File: config.mk
export PLATFORM = sky130hd
export DESIGN_NAME = leaf_output_arbiter
export DESIGN_NICKNAME = d
export VERILOG_FILES = /design/src/rtl/leaf_output_arbiter.sv
export SDC_FILE = /design/constraint.sdc
export NUM_CORES = 1
export LEC_CHECK = 0
export CORE_AREA = 2 2 348 350
export DETAILED_ROUTE_END_ITERATION = 8
export DIE_AREA = 0 0 350 352
export SYNTH_ARGS = -nofsm -noshare
export SYNTH_HDL_FRONTEND = slang
export SYNTH_SLANG_ARGS = --single-unit
File: constraint.sdc
create_clock -name clk -period 6.65 [get_ports clk]
set_clock_uncertainty 0.2 [all_clocks]
set_input_delay 1.33 -clock clk [delete_from_list [all_inputs] [get_ports clk]]
set_output_delay 1.33 -clock clk [all_outputs]
set_load 0.01 [all_outputs]
File: src/rtl/leaf_output_arbiter.sv
// leaf_output_arbiter: round-robin burst arbiter sharing one registered leaf link among NUM_PORTS output ports.
//   clk, reset           : clock, synchronous active-high reset
//   arb_en, out_ready    : both must be high for any grant
//   port_ready           : per-port data and credit available
//   port_packets         : flattened internal_out of every port, port i at [i*PACKET_BITS +: PACKET_BITS]
//   rd_en_sel            : one-hot (or zero) read select, combinational
//   dout_leaf, vld_out   : registered link packet and its valid flag
//   grant_idx            : port that produced the current dout_leaf
//   proto_err            : sticky, a granted port returned a packet with valid bit 0
module leaf_output_arbiter #(
   parameter int NUM_PORTS   = 8,
   parameter int PACKET_BITS = 97,
   parameter int MAX_BURST   = 4
) (
   input  logic                             clk,
   input  logic                             reset,
   input  logic                             arb_en,
   input  logic [NUM_PORTS-1:0]             port_ready,
   input  logic [NUM_PORTS*PACKET_BITS-1:0] port_packets,
   input  logic                             out_ready,
   output logic [NUM_PORTS-1:0]             rd_en_sel,
   output logic [PACKET_BITS-1:0]           dout_leaf,
   output logic                             vld_out,
   output logic [$clog2(NUM_PORTS)-1:0]     grant_idx,
   output logic                             proto_err
);
   localparam int IW = $clog2(NUM_PORTS);
   localparam int CW = $clog2(MAX_BURST + 1);

   typedef enum logic {IDLE, BURST} state_t;

   state_t                 state, state_nx;
   logic [IW-1:0]          owner, owner_nx, rr_ptr, rr_nx, winner, gidx, s1;
   logic [CW-1:0]          burst_cnt, cnt_nx;
   logic                   has_win, can_grant, grant, g1;
   logic [PACKET_BITS-1:0] sel_pkt;

   function automatic logic [IW-1:0] wrap_add(input logic [IW-1:0] a, input int b);
      int s;
      s = int'(a) + b;
      if (s >= NUM_PORTS) s -= NUM_PORTS;
      return IW'(s);
   endfunction

   assign can_grant = arb_en && out_ready;
   assign sel_pkt   = port_packets[s1*PACKET_BITS +: PACKET_BITS];
   assign rd_en_sel = (grant && !reset) ? NUM_PORTS'(1) << gidx : '0;

   // Scan downward so the ready port closest to rr_ptr is the last (winning) assignment.
   always_comb begin
      winner  = '0;
      has_win = 1'b0;
      for (int k = NUM_PORTS - 1; k >= 0; k--) begin
         if (port_ready[wrap_add(rr_ptr, k)]) begin
            winner  = wrap_add(rr_ptr, k);
            has_win = 1'b1;
         end
      end
   end

   always_comb begin
      state_nx = state;
      owner_nx = owner;
      cnt_nx   = burst_cnt;
      rr_nx    = rr_ptr;
      grant    = 1'b0;
      gidx     = owner;
      if (state == IDLE) begin
         if (can_grant && has_win) begin
            grant    = 1'b1;
            gidx     = winner;
            owner_nx = winner;
            cnt_nx   = CW'(1);
            if (MAX_BURST == 1) rr_nx = wrap_add(winner, 1);
            else state_nx = BURST;
         end
      end else if (!port_ready[owner]) begin
         // Owner ran dry: give up the burst without granting this cycle.
         state_nx = IDLE;
         rr_nx    = wrap_add(owner, 1);
      end else if (can_grant) begin
         grant  = 1'b1;
         cnt_nx = burst_cnt + CW'(1);
         if (cnt_nx == CW'(MAX_BURST)) begin
            state_nx = IDLE;
            rr_nx    = wrap_add(owner, 1);
         end
      end
   end

   always_ff @(posedge clk) begin
      if (reset) begin
         state     <= IDLE;
         owner     <= '0;
         burst_cnt <= '0;
         rr_ptr    <= '0;
         g1        <= 1'b0;
         s1        <= '0;
         dout_leaf <= '0;
         vld_out   <= 1'b0;
         grant_idx <= '0;
         proto_err <= 1'b0;
      end else begin
         state     <= state_nx;
         owner     <= owner_nx;
         burst_cnt <= cnt_nx;
         rr_ptr    <= rr_nx;
         g1        <= grant;
         s1        <= gidx;
         dout_leaf <= g1 ? sel_pkt : '0;
         vld_out   <= g1;
         if (g1) grant_idx <= s1;
         if (g1 && !sel_pkt[PACKET_BITS-1]) proto_err <= 1'b1;
      end
   end
endmodule

==> out/metrics.cfg <==
[logic_synthesis]
ys_seq_area_share_pct = 23.1
synth-seq-cells = 113
async_reset_ff_share_pct = 0
ys.flop_type = dfxtp_1
syn_area_sq_um = 9780
yosysTopAreaCellShare_pct = 47.0
synth.net_count = 1568
syn_area_per_cell_sq_um = 12.6
synth_edf_count = 0
netlist-cell-type-count = 56
yosysTopAreaCell = mux4_2
yosysWarnings = 0
synth_cells = 775
synth.area.top_cells = mux4_2 47%, dfxtp_1 23%, mux2i_1 12%

[die]
die_x_microns = 350
placeableCoreArea_sq_um = 119000
die-area_sq_um = 123000
ios = 898
rows = 127
die-height_microns = 352
initial_core_util_pct = 8.19

[clock_network]
cts_buffers = 17
clkSinkCount = 113
cts_buffer_depth = 2
cts_tree = yes
cts.clk_slew.worst_paths_ns = 0.07
cts.hold.buffers_added = 0
htreeDepth = 4
clock_tree.root_cell = clkbuf_16
clk_latency_ns = 0.50

[grt]
antenna_found_initial = 101
grt_first_pass_wirelength_microns = 119000
first_global_vias = 11800
overflow = 0
grt.total_usage_pct = 14.9
grt_start_max_net_pins = 91

[pwr]
p_leak_nw = 6.75
clock_power_share_pct = 35.8
netSwitchingFraction_pct = 31.0
power_frac_comb_pct = 40.4
switchingPower_mw = 0.937
vdd_drop_max_mv = 0.220
internal_power_mw = 2.08
sequentialPowerShare_pct = 23.8
powerDensity_nw_per_um2 = 141

[drt]
vias = 11500
final_antenna_net_count = 0
wl_microns = 94400
drt_iter0_markers = 784
drt_first_pass_iters = 5
drc = 0
avgViaCountPerCell = 3.52
wl_per_cell_microns = 28.8

[critical_path]
max_stage_delay_ns = 0.54
path_cells = clkdlybuf4s50_1, mux2_4, mux2_4, or2_0, mux4_2, o31a_1, or4_1, o31ai_1, nor2b_1, clkdlybuf4s50_1
arrival_ns = 4.93
r2r.worst_path.cells = 5
critical_path_class = in -> out
r2r_slack_ns = 2.88
worstSetupStartpointType = input pin
reg2reg_from = s1[0]
cp_max_fo = 6
crit_path_end_kind = output pin
regToRegEndpoint = dout_leaf[66]
cp.required_ns = 5.12
slowest_stage = clkdlybuf4s50_1
critPathLaunch = port_ready[2]

[flow_run]
cap_violations = 0

[sta]
fin_hold_ws_ns = 0.296
slew_headroom_pct = 31.3
tns_ns = 0
drv_slew = 0
setup_viol = 0
fin_crit_ns = 6.46
rsz0062_at_grt = no
worst_pin_slew_ns = 1.03
fmax_mhz = 155
hold_viol_final = 0
post-route-period-util_pct = 97.2

[layout]
regArea_sq_um = 2270
multi_input_area_sq_um = 7170
final_util_pct = 17.9
nFillCells = 13200
drive_gt1_share_pct = 17.2
syn_to_final_growth_pct = 118
final_area_sq_um = 21400
finish.net_count = 2429

[run_status]
status = finished clean

[worst_hold_path]
hold_depth = 2
hold_class = reg -> reg
hold_start = proto_err
hold_end = proto_err

[placement]
hpwlAfterDp_microns = 83700
gp_congestion = 0.994
placed_area_sq_um = 20700
io_buffers = 897

[what timing repair did]
action / in CTS / in global routing
endpoints found under the setup margin: 0 / 1
setup buffers: 0 / 0
gates resized for setup: 0 / 1
[sequential cells by signal, summed over array words and instances (netlist names)]
register	flops
dout_leaf	97
g1	1
state	1
burst_cnt	3
vld_out	1
rr_ptr	3
grant_idx	3
proto_err	1
s1	3
[cell type report]
type / count / area share [%]
Timing Repair Buffer: 924 / 43.0
Multi-Input combinational cell: 572 / 33.6
Sequential cell: 113 / 10.6
Tap cell: 1612 / 9.44
Clock buffer: 20 / 2.04
Clock inverter: 12 / 0.844
Antenna cell: 22 / 0.258
Inverter: 8 / 0.141
[power by group through the flow]
stage | logic [mW] | registers, mW | clock network [mW]
final | 1.22 | 0.719 | 1.08
after global routing | 1.30 | 0.723 | 1.16
after CTS | 1.25 | 0.720 | 1.15
after detailed placement | 1.24 | 0.735 | 0
after global placement | 1.24 | 0.735 | 0
after floorplan | 0.505 | 0.723 | 0
[critical path, delay by kind of cell]
kind	cells	cell delay (ns)
AOI/OAI and AO/OA	2	0.50
and+or+nand+nor	3	0.89
buffers and inverters	2	1.04
muxes	3	1.16
[worst max-delay path by stage]
| stage | endpoint | depth (start not counted) |
|---|---|---|
| global placement | rd_en_sel[0] | 9 |
| global route | rd_en_sel[7] | 10 |
| finish | rd_en_sel[0] | 10 |
| floorplan | rd_en_sel[7] | 9 |
| detailed placement | rd_en_sel[7] | 9 |
| CTS | rd_en_sel[7] | 9 |
[per-layer routing]
metal,GRT usage [%],share of wire [%],up-vias
met2,23.8,45,813
li1,-,-,4876
met3,7.29,12,168
met5,0,0.41,-
met1,17.9,40,5631
met4,3.60,2.0,60
[Yosys cell counts (all sizes together), types with 2 or more instances]
cell and instances:
dfxtp 113, o21ai 4, nand2b 7, or4 2, nor2b 4, nor3 10, nand2 15, ha 5
buf 40, o22ai 3, o31ai 2, o31a 2, inv 8, a21boi 2, xor2 3, nand3 11
or2 5, mux2 10, a211oi 6, o211ai 3, mux4 204, nor2 118, clkbuf 42, nor3b 2
mux2i 120, o221ai 2, a21oi 11
[cells by family after synthesis]
group | synth area share, %
XOR/XNOR | 0.435
flip-flops | 23.1
buffers and inverters | 3.67
AO/OA/AOI/OAI | 3.58
AND/OR/NAND/NOR | 8.01
multiplexers | 60.5
adder cells (fa/ha/maj) | 0.640
[cells in the final DEF (no fill, tap or decap), types with 2 or more instances in the layout]
| cell type | count |
|---|---|
| inv_1 | 6 |
| clkbuf_16 | 17 |
| mux2i_1 | 120 |
| o221ai_1 | 2 |
| ha_1 | 5 |
| nand2b_1 | 6 |
| mux2_4 | 3 |
| o211ai_1 | 3 |
| a21boi_0 | 2 |
| o22ai_1 | 2 |
| nor2b_1 | 4 |
| diode_2 | 22 |
| o31ai_1 | 2 |
| o31a_1 | 2 |
| clkbuf_1 | 3 |
| clkdlybuf4s50_1 | 897 |
| inv_6 | 3 |
| nor2_1 | 118 |
| a211oi_1 | 6 |
| a21oi_1 | 11 |
| xor2_1 | 2 |
| clkinv_2 | 2 |
| bufinv_16 | 4 |
| or4_1 | 2 |
| or2_2 | 3 |
| dfxtp_1 | 110 |
| nand2_1 | 15 |
| nand3_1 | 11 |
| dfxtp_4 | 3 |
| o21ai_0 | 4 |
| buf_4 | 26 |
| mux2_2 | 7 |
| mux4_2 | 204 |
| clkinvlp_4 | 2 |
| nor3_1 | 10 |
| inv_2 | 2 |
[metrics by stage]
step | total power, mW | instances | setup slack, ns
floorplan | 1.23 | 775 | 1.41
global placement | 1.97 | 3229 | 0.178
detailed placement | 1.97 | 3229 | 0.189
finish | 3.02 | 3283 | 0.188
global route | 3.18 | 3269 | 0.0228
CTS | 3.12 | 3261 | 0.178
Note: power is estimated with default switching activity, not from simulation.
